<file path="config.mk">
export PLATFORM = sky130hd
export DESIGN_NAME = irq_source_gateway
export DESIGN_NICKNAME = d
export VERILOG_FILES = /design/src/rtl/irq_source_gateway.sv
export SDC_FILE = /design/constraint.sdc
export NUM_CORES = 1
export LEC_CHECK = 0
export ABC_CLOCK_PERIOD_IN_PS = 2400
export CAP_MARGIN = 20
export CELL_PAD_IN_SITES_DETAIL_PLACEMENT = 1
export CELL_PAD_IN_SITES_GLOBAL_PLACEMENT = 1
export CORE_MARGIN = 2
export CORE_UTILIZATION = 35
export CTS_CLUSTER_SIZE = 14
export DETAILED_ROUTE_END_ITERATION = 10
export HOLD_SLACK_MARGIN = 0.06
export PLACE_DENSITY = 0.8
export SYNTH_ARGS = -nofsm -noshare
export SYNTH_HDL_FRONTEND = slang
export SYNTH_SLANG_ARGS = --single-unit
</file>
<file path="constraint.sdc">
create_clock -name clock -period 2.4 [get_ports clock]
set_clock_uncertainty 0.05 [all_clocks]
set_input_delay 0.36 -clock clock [delete_from_list [all_inputs] [get_ports clock]]
set_output_delay 0.36 -clock clock [all_outputs]
set_load 0.02 [all_outputs]
</file>
<file path="src/rtl/irq_source_gateway.sv">
// Per-source interrupt conditioner: pin synchronizer, glitch filter, and a
// one-outstanding-request gateway (level or rising-edge mode) with claim/complete.
module irq_source_gateway #(
  parameter int SYNC_STAGES   = 3,  // legal range 2..4
  parameter int FILTER_CYCLES = 4,  // 0 bypasses the filter
  parameter int EDGE_CNT_W    = 2
) (
  input  logic                  clock,
  input  logic                  reset,
  input  logic                  io_in,
  input  logic                  io_cfg_edge,
  input  logic                  io_claim,
  input  logic                  io_complete,
  output logic                  io_out,
  output logic                  io_filtered,
  output logic [EDGE_CNT_W-1:0] io_edge_cnt,
  output logic [1:0]            io_dbg_state
);

  typedef enum logic [1:0] {
    ST_IDLE     = 2'd0,
    ST_PENDING  = 2'd1,
    ST_INFLIGHT = 2'd2
  } gw_state_e;

  localparam logic [EDGE_CNT_W-1:0] ECNT_MAX = {EDGE_CNT_W{1'b1}};

  logic [SYNC_STAGES-1:0] sync_q, sync_d;
  logic                   sync;
  logic                   filt_q, filt_d;
  logic                   filt_prev_q;
  logic                   cfg_q;
  logic [EDGE_CNT_W-1:0]  ecnt_q, ecnt_d;
  gw_state_e              state_q, state_d;
  logic                   out_q, out_d;
  logic                   rise;
  logic                   idle_req;
  logic                   edge_dec;

  assign sync_d = {sync_q[SYNC_STAGES-2:0], io_in};
  assign sync   = sync_q[SYNC_STAGES-1];

  always_ff @(posedge clock) begin
    if (!reset) sync_q <= '0;
    else        sync_q <= sync_d;
  end

  // Filtered value only moves after sync has disagreed for FILTER_CYCLES cycles.
  if (FILTER_CYCLES == 0) begin : g_bypass
    assign filt_d = sync;
  end else begin : g_filter
    localparam int CW = (FILTER_CYCLES > 1) ? $clog2(FILTER_CYCLES) : 1;
    localparam logic [CW-1:0] LAST = CW'(FILTER_CYCLES - 1);
    logic [CW-1:0] cnt_q, cnt_d;

    always_comb begin
      cnt_d  = '0;
      filt_d = filt_q;
      if (sync != filt_q) begin
        if (cnt_q == LAST) filt_d = sync;
        else               cnt_d  = cnt_q + 1'b1;
      end
    end

    always_ff @(posedge clock) begin
      if (!reset) cnt_q <= '0;
      else        cnt_q <= cnt_d;
    end
  end

  always_ff @(posedge clock) begin
    if (!reset) begin
      filt_q      <= 1'b0;
      filt_prev_q <= 1'b0;
      cfg_q       <= 1'b0;
      ecnt_q      <= '0;
    end else begin
      filt_q      <= filt_d;
      filt_prev_q <= filt_q;
      cfg_q       <= io_cfg_edge;
      ecnt_q      <= ecnt_d;
    end
  end

  assign rise     = io_cfg_edge & filt_q & ~filt_prev_q;
  assign idle_req = io_cfg_edge ? ((ecnt_q != '0) | rise) : filt_q;

  // A rise that is consumed directly by a new request never enters the queue.
  always_comb begin
    ecnt_d = ecnt_q;
    if (io_cfg_edge != cfg_q) begin
      ecnt_d = '0;
    end else if (rise && !edge_dec) begin
      if (ecnt_q != ECNT_MAX) ecnt_d = ecnt_q + 1'b1;
    end else if (!rise && edge_dec) begin
      ecnt_d = ecnt_q - 1'b1;
    end
  end

  // Handshake: io_claim is a one-cycle pulse honoured only in PENDING;
  // io_complete is a one-cycle pulse honoured only in INFLIGHT.
  always_ff @(posedge clock) begin
    if (!reset) begin
      state_q <= ST_IDLE;
      out_q   <= 1'b0;
    end else begin
      state_q <= state_d;
      out_q   <= out_d;
    end
  end

  always_comb begin
    state_d = state_q;
    unique case (state_q)
      ST_IDLE:     if (idle_req)    state_d = ST_PENDING;
      ST_PENDING:  if (io_claim)    state_d = ST_INFLIGHT;
      ST_INFLIGHT: if (io_complete) state_d = ST_IDLE;
      default:                      state_d = ST_IDLE;
    endcase
  end

  always_comb begin
    out_d    = (state_d == ST_PENDING);
    edge_dec = (state_q == ST_IDLE) && (state_d == ST_PENDING) && io_cfg_edge;
  end

  assign io_out       = out_q;
  assign io_filtered  = filt_q;
  assign io_edge_cnt  = ecnt_q;
  assign io_dbg_state = state_q;

endmodule

</file>
; ---- Word-level counts from Yosys, hierarchy flattened
; Cells that the tools add are included.
[op_classes]
addsub = 3
n_shift = 0
div = 0
magnitude_cmp = 0
reduce_logical = 13
eq_ne = 8
n_mul = 0
bitwise = 6
n_mux = 8
[ops]
columns = op, n
row1 = $mux 2, 6
row2 = $pmux 2 s3, 1
row3 = $add 2x1->2 const B, 2
row4 = $eq 2x1->1 const B, 2
row5 = $eq 2x2->1 const B, 2
row6 = $logic_and 1x1->1, 4
row7 = $reduce_and 2->1, 2
row8 = $reduce_bool 2->1, 2
row9 = $not 1->1, 3
row10 = $reduce_or 3->1, 1
row11 = $and 1x1->1, 2
row12 = $logic_not 1->1, 2
row13 = $logic_not 2->1, 1
row14 = $ne 1x1->1, 2
row15 = $ne 2x1->1 const B, 1
row16 = $ne 2x2->1 const B, 1
row17 = $reduce_or 2->1, 1
row18 = $sub 2x1->2 const B, 1
row19 = $mux 1, 1
row20 = $or 1x1->1, 1
[word_totals]
ram_bits = 0
latch_bits = 0
rom_bits = 0
output_inout_bits = 6
memories = 0
reg_bits = 13
input_bits = 6
wordCells = 46

; ---- Depth between registers and ports, before layout
; Gate-level depths: netlist of run 1.
[logic_depth]
depth_word = 13
ltp_mapped = 4
ltp_nobuf = 4

; ---- Worst setup path after synthesis of run 1
; No wires, ideal clock.
[synth_timing]
path_kind = register to register
startpoint = register state_q[0], in the netlist io_dbg_state[0]
endpoint = register ecnt_q[0], in the netlist io_edge_cnt[0]
t_required_ns = 2.214
arrival_ns = 1.016
path_buffers = 0
setup_ns = 0.136
path_slack_ns = 1.199
synth_period_minus_slack_ns = 1.201
stages_incl_launch_ff = 5
path_cell_list = dfxtp_1 > nor2_4 > and4_1 > nor3_2 > a211oi_2
[synth_via]
elab_chain_cells = 9
elab_cells_between_ends = 17
classes_between = eq/ne: 4 / mux: 5 / reduce/logical: 8
[synth_rtl]
columns = item, line_no
row1 = start: declaration, 34  ; gw_state_e state_q, state_d;
row2 = start signal: assignment, 107  ; state_q <= state_d;
row3 = $eq 2x2->1 (tied with other cells), 114  ; unique case (state_q)
row4 = $pmux 2 s3, 114
row5 = $eq 2x1->1, 124  ; edge_dec = (state_q == ST_IDLE) && (state_d == ST_PENDING) && io_cfg_edge;
row6 = $logic_and 1x1->1 (*) (2 in series), 124
row7 = $logic_not 1->1, 93  ; end else if (rise && !edge_dec) begin
row8 = $logic_and 1x1->1, 93
row9 = $ne 2x1->1 (no line) or $reduce_bool 2->1 (tied branches), -
row10 = $reduce_and 2->1 (no line), -
row11 = end signal: assignment, 81  ; ecnt_q <= ecnt_d;
row12 = end: declaration, 33  ; logic [EDGE_CNT_W-1:0] ecnt_q, ecnt_d;
; Mark *: on every way between the ends. The rest lies on a longest branch, timed or not.
; A chain may end at the register's enable or synchronous reset.

; ---- Worst setup path in the final report of run 1
[layout_timing]
startpoint = register state_q[0], in the netlist io_dbg_state[0]
endpoint = output io_dbg_state[0]
[layout_rtl]
columns = item, line_no
row1 = end: declaration, 17  ; output logic [1:0] io_dbg_state
; No word-level cell between the ends.

==> qor.csv, run 1 <==
metric,value,unit
die-height,42.8,microns
rr_endpoint,io_edge_cnt[0],
io_pins,12,
outcome,"finished, final reports clean",
areaGrowthSynthToFinish,29.6,%
worstReg2RegStart,io_dbg_state[0],
leakage_dissipation,0.244,nW
synth_area_per_cell,11.0,sq um
diodes,0,
detailroute.via_count,395,
ordered_list_of_cells_on_the_worst_path,clkdlybuf4s50_1,
globalRouteOverflowTotal,0,
powerDensity,542,nW/um^2
cts_sinks,13,
antenna_violations_before_repair,0,
start_util,0.363,
cts_tree,yes,
floorplan.die_area,1840,sq um
cts.repair.resized,0,
critical_path.max_fanout,7,
final_antenna_net_count,0,
cp.arrival,1.48,ns
cts.clk_slew.worst_paths,0.08,ns
fp-row-count,14,
hold_class,reg -> reg,
wire_length_per_cell_after_detailed_routing,11.4,microns
drt_pre_antenna_iters,3,
synth_warnings,0,
synthesis.area,528,sq um
insertion_delay,0.26,ns
critical_path.max_stage_delay,0.68,ns
syn_nets,55,
finalNonFillerCells,79,
critPathKind,reg -> out,
worst-slew-pin-transition,0.354,ns
layout_min_cycle_time,1.89,ns
path_delay_family,buffers and inverters,
finalNetCount,71,
fin_tns_setup,0,ns
hold_end,sync_q[2],
worstPathBufferInverterCount,1,
final_number_of_setup_violating_endpoints,0,
setup.worst_path.start_class,register,
overall_track_demand_over_capacity_in_global_routing,0.127,
largest_buffer_count_on_any_clock_path,2,
wl,903,microns
final_max_slew_viol_count,0,
synth_seq_area_share,0.493,
cts-htree-levels,1,
mostFrequentLayoutCell,sky130_fd_sc_hd__dfxtp_1,
placement.io_buffers,11,
number_of_buffers_created_by_cts,3,
setup_repair_after_global_routing_missed_its_margin,no,
synthDistinctLibCells,23,
drv_cap,0,
cpMaxStageDelayCell,sky130_fd_sc_hd__clkdlybuf4s50_1,
postCtsHoldBufs,0,
worst_slew_margin_rel,0.764,
finalHoldViolCount,0,
yosys_register_bits,13,
fp.dieW,42.8,microns
hold_path.startpoint,sync_q[1],
layout-drive-gt1-share,0.159,
number_of_global_route_vias_before_repair,399,
timing.critical_path.required,1.99,ns
initialDrtViolationCount,2,
pin_count_of_the_biggest_net_entering_global_routing,9,
final_cell_mix,"sky130_fd_sc_hd__dfxtp_1 (13), sky130_fd_sc_hd__clkdlybuf4s50_1 (11), sky130_fd_sc_hd__and2_1 (5)",
core_region_area,1450,sq um
vdd.ir_drop.worst,0.286,mV
numPlacedInstances,75,
r2r_cells,4,
fmax,529,MHz
hold_depth,1,
detailedPlacementHpwl,683,microns
timing.critical_path.to_type,output pin,
drc_errors,0,
grt_first_pass_wirelength,1730,microns
globalplace.congestion,0.744,
final.period_utilization,0.788,
vias_per_cell,5.00,
rrSetupSlack,1.23,ns
syn_inst,48,
number_of_buffers_added_for_setup_after_cts,0,
clockRootBuffer,sky130_fd_sc_hd__clkbuf_4,
[report_power, final]
group           total, W  switching (W)  leakage (nW)  internal [W]
sequential      0.000220     0.00000120         0.106      0.000219
clock           0.000130      0.0000658        0.0150     0.0000642
combinational  0.0000208     0.00000950         0.124     0.0000113
total           0.000371      0.0000765         0.244      0.000294
[cells in the mapped netlist]
master | count | area share
sky130_fd_sc_hd__a2111oi_2 | 2 | 0.057
sky130_fd_sc_hd__a211oi_2 | 2 | 0.047
sky130_fd_sc_hd__a21oi_1 | 2 | 0.019
sky130_fd_sc_hd__and2_1 | 5 | 0.059
sky130_fd_sc_hd__and4_1 | 1 | 0.017
sky130_fd_sc_hd__and4b_1 | 1 | 0.019
sky130_fd_sc_hd__dfxtp_1 | 13 | 0.49
sky130_fd_sc_hd__ha_1 | 1 | 0.024
sky130_fd_sc_hd__inv_1 | 1 | 0.0071
sky130_fd_sc_hd__mux2i_1 | 1 | 0.019
sky130_fd_sc_hd__nand2_1 | 4 | 0.028
sky130_fd_sc_hd__nand2b_1 | 1 | 0.012
sky130_fd_sc_hd__nand3_1 | 1 | 0.0095
sky130_fd_sc_hd__nand3b_1 | 2 | 0.028
sky130_fd_sc_hd__nor2_1 | 3 | 0.021
sky130_fd_sc_hd__nor2_4 | 1 | 0.021
sky130_fd_sc_hd__nor3_2 | 1 | 0.019
sky130_fd_sc_hd__nor4b_2 | 1 | 0.028
sky130_fd_sc_hd__o21a_1 | 1 | 0.014
sky130_fd_sc_hd__o21ai_0 | 1 | 0.0095
sky130_fd_sc_hd__o31ai_1 | 1 | 0.014
sky130_fd_sc_hd__xnor2_1 | 1 | 0.017
sky130_fd_sc_hd__xor2_1 | 1 | 0.017
[state kept, by name, summed over array words and instances (netlist names)]
register        flops
io_edge_cnt         2
g_filter.cnt_q      2
io_filtered         1
io_dbg_state        2
cfg_q               1
filt_prev_q         1
io_out              1
sync_q              3
[layout make-up]
type                       instances  area (sq um)
clock buffer                       4          26.3
multi-input combinational         34           264
inverter                           1          3.75
sequential                        13           260
timing repair buffer              11           110
tap                               16          20.0
fill                             168           769
[through the flow]
step           area [sq um]  setup slack, ns  utilization  hold WS [ns]  total power [W]
3_5_place_dp            658            0.727        0.453         0.376         0.000246
5_1_grt                 684            0.441        0.471         0.425         0.000394
3_3_place_gp            658            0.764        0.453         0.366         0.000245
2_1_floorplan           528             1.20            -         0.362         0.000233
6_report                684            0.510        0.471         0.398         0.000371
4_1_cts                 684            0.498        0.471         0.400         0.000376
[per-layer routing]
layer	track usage	part of all wire	up-vias
li1	-	-	202
met1	0.168	0.53	183
met2	0.167	0.40	8
met3	0.0553	0.051	2
met4	0.0750	0.012	0
met5	0	0	-
[kinds of logic (layout without fill, tap and decap cells)]
| family | Yosys count | count (layout) | synth area share |
|---|---|---|---|
| simple gates | 21 | 21 | 0.263 |
| xor+xnor | 2 | 2 | 0.0332 |
| flops | 13 | 13 | 0.493 |
| fa+ha+maj | 1 | 1 | 0.0237 |
| buf+inv | 1 | 16 | 0.00710 |
| mux | 1 | 1 | 0.0190 |
| compound gates | 9 | 9 | 0.161 |
[worst max-delay path by stage]
stage / cells past startpoint / slack, ns / endpoint / from
3_3_place_gp: 4 / 0.76 / io_out / io_cfg_edge
2_1_floorplan: 4 / 1.20 / io_edge_cnt[0] / io_dbg_state[0]
6_report: 1 / 0.51 / io_dbg_state[0] / io_dbg_state[0]
5_1_grt: 1 / 0.44 / io_dbg_state[0] / io_dbg_state[0]
4_1_cts: 1 / 0.50 / io_dbg_state[0] / io_dbg_state[0]
3_5_place_dp: 4 / 0.73 / io_edge_cnt[0] / io_cfg_edge
(Power assumes the default switching activity.)
==> inputs of run 2 (changes only) <==
--- a/config.mk
+++ b/config.mk
@@ -5,7 +5,7 @@
 export SDC_FILE = /design/constraint.sdc
 export NUM_CORES = 1
 export LEC_CHECK = 0
-export ABC_CLOCK_PERIOD_IN_PS = 2400
+export ABC_CLOCK_PERIOD_IN_PS = 1900
 export CAP_MARGIN = 20
 export CELL_PAD_IN_SITES_DETAIL_PLACEMENT = 1
 export CELL_PAD_IN_SITES_GLOBAL_PLACEMENT = 1
==> constraint.sdc (replaced) <==
create_clock -name clock -period 1.9 [get_ports clock]
set_clock_uncertainty 0.05 [all_clocks]
set_input_delay 0.285 -clock clock [delete_from_list [all_inputs] [get_ports clock]]
set_output_delay 0.285 -clock clock [all_outputs]
set_load 0.02 [all_outputs]
==> qor.csv, run 2 (synthesis results as in run 1) <==
metric,value,unit,change
final.setup.worst_slack,0.0854,ns,-0.424 ns
number_of_buffers_added_for_setup_after_cts,0,,unchanged
globalplace.congestion,0.745,,+0.12%
finalNetCount,71,,unchanged
path_delay_family,buffers and inverters,,
tightest_hold_margin,0.387,ns,-0.0110 ns
drv_cap,0,,unchanged
ordered_list_of_cells_on_the_worst_path,clkdlybuf4s50_1,,
grt_first_pass_wirelength,1680,microns,-2.8%
final_max_slew_viol_count,0,,unchanged
layout.filler_cells,166,,-1.2%
hold_depth,1,,unchanged
hold_path.startpoint,sync_q[1],,
drt_pre_antenna_iters,3,,unchanged
floorplan.die_area,1840,sq um,unchanged
overall_track_demand_over_capacity_in_global_routing,0.125,,-0.00176
detailroute.via_count,403,,+2.0%
pin_count_of_the_biggest_net_entering_global_routing,9,,unchanged
fmax,551,MHz,
rrSetupSlack,0.75,ns,-0.48 ns
mostFrequentLayoutCell,sky130_fd_sc_hd__dfxtp_1,,
initialDrtViolationCount,1,,-1
outcome,"finished, final reports clean",,
wire_length_per_cell_after_detailed_routing,12.0,microns,+5.2%
worstPathBufferInverterCount,1,,unchanged
cts-htree-levels,1,,unchanged
timing.critical_path.to_type,output pin,,
diodes,0,,unchanged
fp.dieW,42.8,microns,unchanged
clockRootBuffer,sky130_fd_sc_hd__clkbuf_4,,
cts_sinks,13,,unchanged
layout-drive-gt1-share,0.159,,unchanged
critical_path.max_fanout,7,,unchanged
largest_buffer_count_on_any_clock_path,2,,unchanged
fin_tns_setup,0,ns,unchanged
final_cell_mix,"sky130_fd_sc_hd__dfxtp_1 (13), sky130_fd_sc_hd__clkdlybuf4s50_1 (11), sky130_fd_sc_hd__and2_1 (5)",,
hold_end,sync_q[2],,
core_region_area,1450,sq um,unchanged
cpMaxStageDelayCell,sky130_fd_sc_hd__clkdlybuf4s50_1,,
globalRouteOverflowTotal,0,,unchanged
io_pins,12,,unchanged
final_number_of_setup_violating_endpoints,0,,unchanged
vias_per_cell,5.10,,+2.0%
worst_slew_margin_rel,0.766,,+0.00218
vdd.ir_drop.worst,0.394,mV,+38%
registers.top_by_ff_count,sync_q,,
number_of_global_route_vias_before_repair,360,,-9.8%
start_util,0.363,,unchanged
cts.repair.resized,0,,unchanged
cp.arrival,1.48,ns,about the same
pre_cts_slack,0.330,ns,-0.396 ns
detailedPlacementHpwl,698,microns,+2.3%
worstReg2RegStart,io_filtered,,
placement.io_buffers,11,,unchanged
final_antenna_net_count,0,,unchanged
die-height,42.8,microns,unchanged
hold_class,reg -> reg,,
largest_register_ff_count,3,,unchanged
setup_repair_after_global_routing_missed_its_margin,no,,
drc_errors,0,,unchanged
setup.worst_path.start_class,register,,
fp-row-count,14,,unchanged
powerDensity,688,nW/um^2,+27%
timing.critical_path.required,1.56,ns,-0.43 ns
total_power,0.000471,W,+27%
final.period_utilization,0.955,,
wl,950,microns,+5.2%
areaGrowthSynthToFinish,29.6,%,unchanged
insertion_delay,0.27,ns,about the same
r2r_cells,3,,-1
antenna_violations_before_repair,0,,unchanged
critical_path.max_stage_delay,0.68,ns,about the same
finalHoldViolCount,0,,unchanged
rr_endpoint,io_edge_cnt[0],,
worst-slew-pin-transition,0.351,ns,-0.00327 ns
leakage_dissipation,0.244,nW,unchanged
cts_tree,yes,,
postCtsHoldBufs,0,,unchanged
cts.clk_slew.worst_paths,0.08,ns,about the same
critPathKind,reg -> out,,
layout_min_cycle_time,1.81,ns,
number_of_buffers_created_by_cts,3,,unchanged
==> run 2: cell counts in the layout (fill, tap and decap cells not counted) <==
No cell type changed its count.
==> run 2: how the worst max path moves through the flow <==
| stage | start | endpoint | slack [ns] | cells past startpoint |
|---|---|---|---|---|
| floorplan | io_dbg_state[0] | io_edge_cnt[0] | 0.70 | 4 |
| global placement | io_cfg_edge | io_out | 0.34 | 4 |
| detailed placement | io_cfg_edge | io_edge_cnt[0] | 0.33 | 4 |
| CTS | io_dbg_state[0] | io_dbg_state[0] | 0.05 | 1 |
| global route | io_dbg_state[0] | io_dbg_state[0] | 0.007 | 1 |
| finish | io_dbg_state[0] | io_dbg_state[0] | 0.09 | 1 |
==> run 2: routing by layer <==
metal / up-vias / wire length (microns) / track usage
li1: 203 / - / -
met1: 190 / 489 / 0.165
met2: 8 / 406 / 0.167
met3: 2 / 40 / 0.0383
met4: 0 / 13 / 0.0938
met5: - / 0 / 0
==> run 2: area by class of cell <==
| type | count | area, sq um | area share |
|---|---|---|---|
| Multi-Input combinational cell | 34 | 264 | 0.386 |
| Sequential cell | 13 | 260 | 0.380 |
| Timing Repair Buffer | 11 | 110 | 0.161 |
| Clock buffer | 4 | 26.3 | 0.0384 |
| Tap cell | 16 | 20.0 | 0.0293 |
| Inverter | 1 | 3.75 | 0.00548 |
==> run 2: stage by stage <==
stage | instances | util | area [sq um]
5_1_grt | 79 | 0.471 | 684
6_report | 79 | 0.471 | 684
4_1_cts | 79 | 0.471 | 684
3_5_place_dp | 75 | 0.453 | 658
3_3_place_gp | 75 | 0.453 | 658
2_1_floorplan | 48 | - | 528
==> run 2: power by group <==
group	internal, W	switching [W]	total, W	leakage (nW)
Clock	0.0000812	0.0000855	0.000167	0.0150
Sequential	0.000276	0.00000148	0.000278	0.106
Combinational	0.0000143	0.0000121	0.0000264	0.124
Total	0.000372	0.0000991	0.000471	0.244
==> inputs of run 3 (changes only) <==
--- a/config.mk
+++ b/config.mk
@@ -11,6 +11,7 @@
 export CELL_PAD_IN_SITES_GLOBAL_PLACEMENT = 1
 export CORE_MARGIN = 2
 export CORE_UTILIZATION = 35
+export CTS_CLUSTER_DIAMETER = 150
 export CTS_CLUSTER_SIZE = 14
 export DETAILED_ROUTE_END_ITERATION = 10
 export HOLD_SLACK_MARGIN = 0.06
==> results of run 3 <==
Same layout as run 2: the final DEF is identical, and so are final timing and power.
